**src/rtl/shift_reg_pkg.sv**
```systemverilog
// Shared mode encodings and default width for the universal shift register.
// Imported by shift_reg and shift_reg_next.
package shift_reg_pkg;

    typedef enum logic [1:0] {
        MODE_HOLD = 2'b00,
        MODE_SHR  = 2'b01,
        MODE_SHL  = 2'b10,
        MODE_ROR  = 2'b11
    } mode_e;

    localparam int DEFAULT_WIDTH = 4;

endpackage

```
**src/rtl/shift_reg_next.sv**
```systemverilog
// Purpose: combinational next-state for the shift register (load / hold / shr / shl / ror).
// Latency: none, purely combinational. Backpressure: none, evaluated every cycle.
// SHIFT_REG_ARITH_EN turns MODE_SHR into an arithmetic (sign-replicating) shift.
module shift_reg_next
    import shift_reg_pkg::*;
#(
    parameter int WIDTH = DEFAULT_WIDTH
) (
    input  logic [WIDTH-1:0] cur,
    input  logic [WIDTH-1:0] ip,
    input  logic             load,
    input  logic [1:0]       sel,
    output logic [WIDTH-1:0] nxt
);

    logic shr_fill;

`ifdef SHIFT_REG_ARITH_EN
    assign shr_fill = cur[WIDTH-1];
`else
    assign shr_fill = 1'b0;
`endif

    always_comb begin
        nxt = cur;
        if (load) begin
            nxt = ip;
        end else begin
            // Unknown sel codes fall to default and keep the register unchanged.
            case (sel)
                MODE_HOLD: nxt = cur;
                MODE_SHR:  nxt = {shr_fill, cur[WIDTH-1:1]};
                MODE_SHL:  nxt = {cur[WIDTH-2:0], 1'b0};
                MODE_ROR:  nxt = {cur[0], cur[WIDTH-1:1]};
                default:   nxt = cur;
            endcase
        end
    end

endmodule

```
**src/rtl/shift_reg.sv**
```systemverilog
// Purpose: universal shift register with parallel load; contents drive op directly.
// Latency: 1 cycle from sampled inputs to op. Backpressure: none, updates every edge.
// SHIFT_REG_ARITH_EN (see shift_reg_next) selects arithmetic shift right.
module shift_reg
    import shift_reg_pkg::*;
#(
    parameter int WIDTH = DEFAULT_WIDTH
) (
    input  logic             clk,
    input  logic             rst,
    input  logic [WIDTH-1:0] ip,
    input  logic             load,
    input  logic [1:0]       sel,
    output logic [WIDTH-1:0] op
);

    logic [WIDTH-1:0] nxt;

    shift_reg_next #(
        .WIDTH (WIDTH)
    ) u_next (
        .cur  (op),
        .ip   (ip),
        .load (load),
        .sel  (sel),
        .nxt  (nxt)
    );

    // rst is active-low despite its name.
    always_ff @(posedge clk or negedge rst) begin
        if (!rst) begin
            op <= '0;
        end else begin
            op <= nxt;
        end
    end

endmodule

```
**config.mk**
```make
export PLATFORM = sky130hd
export DESIGN_NAME = shift_reg
export DESIGN_NICKNAME = d
export VERILOG_FILES = /design/src/rtl/shift_reg_pkg.sv /design/src/rtl/shift_reg_next.sv /design/src/rtl/shift_reg.sv
export SDC_FILE = /design/constraint.sdc
export NUM_CORES = 1
export LEC_CHECK = 0
export CAP_MARGIN = 20
export CORE_AREA = 2 2 39 41
export CTS_CLUSTER_SIZE = 25
export DETAILED_ROUTE_END_ITERATION = 10
export DIE_AREA = 0 0 41 43
export SKIP_CTS_REPAIR_TIMING = 1
export SYNTH_ARGS = -nofsm -noshare
export SYNTH_HDL_FRONTEND = slang
export SYNTH_SLANG_ARGS = --single-unit
```
**constraint.sdc**
```tcl
create_clock -name clk -period 2.5 [get_ports clk]
set_input_delay 0.75 -clock clk [delete_from_list [all_inputs] [get_ports clk]]
set_output_delay 0.75 -clock clk [all_outputs]
set_load 0.01 [all_outputs]
```
==> summary.md, run 1 <==
| Metric | Value |
|---|---|
| Worst EP arrival | `1.15 ns` |
| Ranking of synthesized cells by area | `dfrtp_1 (45%), mux2_2 (10%), mux2i_1 (9.1%)` |
| Multi-input logic area | `111 µm²` |
| Final Hold Violating Endpoints | `0` |
| Full die area | `1760 µm²` |
| Worst Hold Class | `reg2reg` |
| NumNets Final | `47` |
| Yosys cell types | `15` |
| I/O pins | `13` |
| Commonest cells post-synth | `dfrtp_1 (4), mux2_2 (2), mux2i_1 (2), nand2_1 (2), o21ai_0 (2)` |
| Syn nets | `31` |
| CP endpoint kind | `output port` |
| Setup TNS | `0 ns` |
| Drc violations | `0` |
| Initial Util | `15.9%` |
| Unrepaired setup endpoints after global routing | `no` |
| CTS Buffer Depth | `2` |
| Setup WS pre-CTS | `0.463 ns` |
| Crit-path max FO | `4` |
| FF/Latch Area | `100 µm²` |
| Mapped Avg Cell Area | `10.0 µm²` |
| First-pass DRT Iterations | `2` |
| Post-Synthesis Cells | `22` |
| Total gr overflow | `0` |
| H-tree level count | `1` |
| Status | `completed` |
| Wl on met1 | `187 µm` |
| Buf/Inv on CP | `1` |
| Vias per inst | `4.02` |
| Slowest stage delay, CP | `0.55 ns` |
| Fmax | `0.527 GHz` |
| Post-synth top area share | `45.5%` |
| Num CTS Buffers | `3` |
| Top routing layer in use | `met3` |
| Slew Limit Fails | `0` |
| Kind of critical path | `reg2out` |
| Worst relative slew slack | `78.4%` |
| Area Growth Syn to Fin | `71.6%` |
| N_diodes | `0` |
| Vias in the first global route | `198` |
| Clock-pin slew on the worst setup and hold paths | `0.04 ns` |
| Setup Skew | `0.00229 ns` |
| VDD IR max | `155 µV` |
| Required time of the worst setup path | `1.75 ns` |
| Min cycle time layout | `1.90 ns` |
| Root Buffer | `clkbuf_4` |
| DP HPWL | `359 µm` |
| Worst-Margin Slew | `0.323 ns` |
| Largest net degree at the start of global routing | `9` |
| First-pass GRT wire length | `676 µm` |
| CORE AREA | `1380 µm²` |
| Met2 wire length | `195 µm` |
| Register bit total from synthesis | `4` |
| Floorplan row count | `14` |
| Post-synth top area cell | `dfrtp_1` |
| Ys flop type | `dfrtp_1` |
| Die X | `41 µm` |
| Power Dens Cells | `546 nW/µm²` |
| Avg WL per Cell | `8.63 µm` |
| Final WL | `449 µm` |
| DRT iter0 DRCs | `2` |
| Critical path's slowest cell | `clkdlybuf4s50_1` |
| CP Launch Type | `flip-flop` |
| Chip height | `43 µm` |
| Yosys warns | `0` |
| Largest Register | `op` |
| Cell family with most CP delay | `buffers and inverters` |
| Routed via count | `209` |
| Max-Cap Viols | `0` |
| Largest regs | `op x4` |
| Filler instances | `142` |
| Asr flop ratio synth | `100%` |
| Final setup violation count | `0` |
| Number of antenna violations at the first check in global routing | `0` |
| Clock Sinks | `4` |
| Met3 wire len | `67 µm` |
| Proportion of layout cells with a drive suffix above 1 | `13.9%` |
| Crit-path cells | `clkdlybuf4s50_1` |
| Sequential area share after synthesis | `45.5%` |
| CTS tree | `done` |
| GRT Overall Usage | `6.36%` |
| Gpl congestion | `0.632` |
| Tcrit/Tclk final | `75.9%` |
| Port Buffers | `12` |
| Post-synth EDFFs | `0` |
| Post-route ant nets | `0` |
| Leak | `0.152 nW` |
| Most frequent cell after synthesis | `dfrtp_1` |
| Clk_lat worst skew | `0.23 ns` |
| Synthesized area | `220 µm²` |
| Setup ws final | `0.603 ns` |
| Max reg flops | `4` |
-- through the flow --
stage | std cells | area, µm² | util [%] | hold slack [ns] | power, mW
after floorplan | 22 | 220 | - | 0.454 | 0.0985
after global placement | 49 | 355 | 25.7 | 0.579 | 0.131
after detailed placement | 49 | 355 | 25.7 | 0.583 | 0.131
after CTS | 52 | 378 | 27.3 | 0.590 | 0.212
after global routing | 52 | 378 | 27.3 | 0.660 | 0.223
final | 52 | 378 | 27.3 | 0.580 | 0.206
-- kinds of logic (layout without fill, tap and decap cells) --
kind of cell | after synthesis | in the layout | share of synthesized area (%)
muxes | 4 | 4 | 19.3
DFF | 4 | 4 | 45.5
buffers and inverters | 2 | 16 | 3.97
and+or+nand+nor | 6 | 6 | 13.6
AOI/OAI and AO/OA | 6 | 6 | 17.6
-- metal layers --
layer	up-vias	GRT usage [%]
li1	111	-
met5	-	0
met3	0	3.14
met4	0	8.00
met2	9	8.13
met1	89	6.21
-- area by class of cell --
class	instances	area share, %
timing repair buffer	12	31.8
multi-input combinational	16	29.5
tap	16	5.30
clock buffer	3	5.96
sequential	4	26.5
inverter	1	0.993
-- where the power goes --
part / leakage, nW / internal [mW] / switching (mW)
logic: 0.0903 / 0.0331 / 0.0181
clock network: 0.0138 / 0.0535 / 0.0238
registers: 0.0481 / 0.0721 / 0.00568
-- worst paths after layout --
| path | start | endpoint | slack (ns) | cells after the start |
|---|---|---|---|---|
| setup reg to reg | op[1]$_DFFE_PN0P_ | op[1]$_DFFE_PN0P_ | 1.41 | 3 |
| hold reg to reg | op[3]$_DFFE_PN0P_ | op[2]$_DFFE_PN0P_ | 0.58 | 2 |
| hold / removal | op[3]$_DFFE_PN0P_ | op[2]$_DFFE_PN0P_ | 0.58 | 2 |
| min in group asynchronous | rst | op[3]$_DFFE_PN0P_ | 0.72 | 1 |
| setup / recovery | op[0]$_DFFE_PN0P_ | op[0] | 0.60 | 1 |
| max in group asynchronous | rst | op[0]$_DFFE_PN0P_ | 1.62 | 1 |
-- placed cells by master (no fill, tap or decap) --
cell type / netlist / routed
nand3_1: 1 / 1
nor2_1: 1 / 1
o21ai_0: 2 / 2
mux2_2: 2 / 2
mux2i_1: 2 / 2
a2111oi_1: 1 / 1
clkdlybuf4s50_1: 0 / 12
nor3b_1: 1 / 1
dfrtp_1: 4 / 4
inv_1: 1 / 1
clkbuf_4: 0 / 3
a21oi_1: 1 / 1
o21ai_1: 1 / 1
a221oi_1: 1 / 1
nand2_1: 2 / 2
nor2b_1: 1 / 1
Power figures use the tool's default switching activity.
==> run 2: changes to the inputs <==
==> constraint.sdc (replaced) <==
create_clock -name clk -period 1.7 [get_ports clk]
set_input_delay 0.51 -clock clk [delete_from_list [all_inputs] [get_ports clk]]
set_output_delay 0.51 -clock clk [all_outputs]
set_load 0.01 [all_outputs]
==> run 2 against run 1 <==
Effect of this change: wire length grew 9.6%; hold slack got worse by 0.11 ns; clock-buffer cell count stayed put; first-iteration DRC count fell by 50%; critical endpoint is now op[3]; clock skew is 0.0033 ns higher; clock power grew 50%.
==> summary.md, run 2 (synthesized netlist as in run 1, its figures left out) <==
| Metric | Value |
|---|---|
| Clock Sinks | `4` |
| Setup Skew | `0.00555 ns` |
| Chip height | `43 µm` |
| DP HPWL | `387 µm` |
| Max reg flops | `4` |
| Worst-Margin Slew | `0.312 ns` |
| Slowest stage delay, CP | `0.54 ns` |
| Initial Util | `15.9%` |
| Critical path's slowest cell | `clkdlybuf4s50_1` |
| Cell family with most CP delay | `buffers and inverters` |
| Drc violations | `0` |
| Largest net degree at the start of global routing | `9` |
| Crit-path cells | `clkdlybuf4s50_1` |
| CTS Buffer Depth | `2` |
| Final core utilization | `28.9%` |
| CTS tree | `done` |
| NumNets Final | `49` |
| Die X | `41 µm` |
| H-tree level count | `1` |
| N_diodes | `0` |
| Largest regs | `op x4` |
| CP endpoint kind | `output port` |
| Most common cell after layout, fill and taps aside | `clkdlybuf4s50_1` |
| Buf/Inv on CP | `1` |
| Number of antenna violations at the first check in global routing | `0` |
| Root Buffer | `clkbuf_4` |
| Vias in the first global route | `213` |
| VDD IR max | `238 µV` |
| Routed via count | `220` |
| Full die area | `1760 µm²` |
| Clk_lat worst skew | `0.23 ns` |
| Final WL | `492 µm` |
| First-pass GRT wire length | `752 µm` |
| Area Growth Syn to Fin | `81.8%` |
| Power Dens Cells | `769 nW/µm²` |
| Clock-pin slew on the worst setup and hold paths | `0.04 ns` |
| Worst relative slew slack | `79.1%` |
| DRT iter0 DRCs | `1` |
| CORE AREA | `1380 µm²` |
| Final Hold Violating Endpoints | `0` |
| Worst Hold Class | `in2async` |
| Required time of the worst setup path | `1.19 ns` |
| Tcrit/Tclk final | `96.0%` |
| Num CTS Buffers | `3` |
| CP Launch Type | `flip-flop` |
| Gpl congestion | `0.628` |
| Fmax | `0.613 GHz` |
| Vias per inst | `4.07` |
| Leak | `0.193 nW` |
| Post-route ant nets | `0` |
| I/O pins | `13` |
| Unrepaired setup endpoints after global routing | `no` |
| Slew Limit Fails | `0` |
| Setup ws final | `0.0682 ns` |
| Total gr overflow | `0` |
| Port Buffers | `12` |
| Max-Cap Viols | `0` |
| Worst EP arrival | `1.12 ns` |
| GRT Overall Usage | `6.97%` |
| Crit-path max FO | `3` |
| Kind of critical path | `reg2out` |
| Proportion of layout cells with a drive suffix above 1 | `18.4%` |
| Avg WL per Cell | `9.11 µm` |
| Floorplan row count | `14` |
| Min cycle time layout | `1.63 ns` |
| Setup WS pre-CTS | `-0.0989 ns` |
| Largest Register | `op` |
| Final setup violation count | `0` |
| First-pass DRT Iterations | `2` |
| Status | `completed` |
| Highest-count cells in the layout ignoring fill and taps | `clkdlybuf4s50_1 (9), dfrtp_1 (4), clkbuf_4 (3), dlymetal6s2s_1 (3)` |
[run 2: cell count changes in the layout (fill, tap and decap cells not counted), sizes merged]
cell           change
buf                +2
clkdlybuf4s50      -3
dlymetal6s2s       +3
[run 2: stage by stage]
stage	total power, mW	TNS [ns]	instances	cell area (µm²)	hold WS, ns
after floorplan	0.145	0	22	220	0.214
after global placement	0.196	-0.230	51	370	0.577
after detailed placement	0.196	-0.210	51	370	0.584
after CTS	0.316	0	54	393	0.474
after global routing	0.333	0	54	400	0.477
final	0.308	0	54	400	0.472
[run 2: final timing paths]
kind,end,depth (start not counted),slack [ns],from
min in group clk,op[2]$_DFFE_PN0P_,2,0.58,op[3]$_DFFE_PN0P_
max in group asynchronous,op[0]$_DFFE_PN0P_,1,1.06,rst
worst min register to register,op[2]$_DFFE_PN0P_,2,0.58,op[3]$_DFFE_PN0P_
worst max register to register,op[1]$_DFFE_PN0P_,3,0.61,op[1]$_DFFE_PN0P_
worst max-delay path,op[3],1,0.07,op[3]$_DFFE_PN0P_
worst min-delay path,op[3]$_DFFE_PN0P_,1,0.47,rst
[run 2: worst register-to-register path, cell delays in order (launching register included)]
cell       delay, ns
dfrtp_1         0.39
nor2b_1         0.14
a2111oi_1       0.32
a221oi_1        0.10
[run 2: final cells by class]
cell class              count  area, µm²
inverters                   1       3.75
multi-input cells          16        111
clock buffers               3       22.5
flip-flops and latches      4        100
well taps                  16       20.0
fillers                   157        983
repair buffers             14        143
[run 2: report_power, final]
| part | leakage, nW | switching (mW) | internal [mW] |
|---|---|---|---|
| Sequential | 0.0481 | 0.00841 | 0.106 |
| Clock | 0.0138 | 0.0373 | 0.0789 |
| Combinational | 0.131 | 0.0278 | 0.0495 |
[run 2: metal layers]
metal	share of wire (%)	GRT usage [%]	up-vias	routed length, µm
met4	0	8.00	0	0
met5	0	0	-	0
met1	43	7.21	97	214
met2	45	9.06	9	223
li1	-	-	114	-
met3	11	3.14	0	54
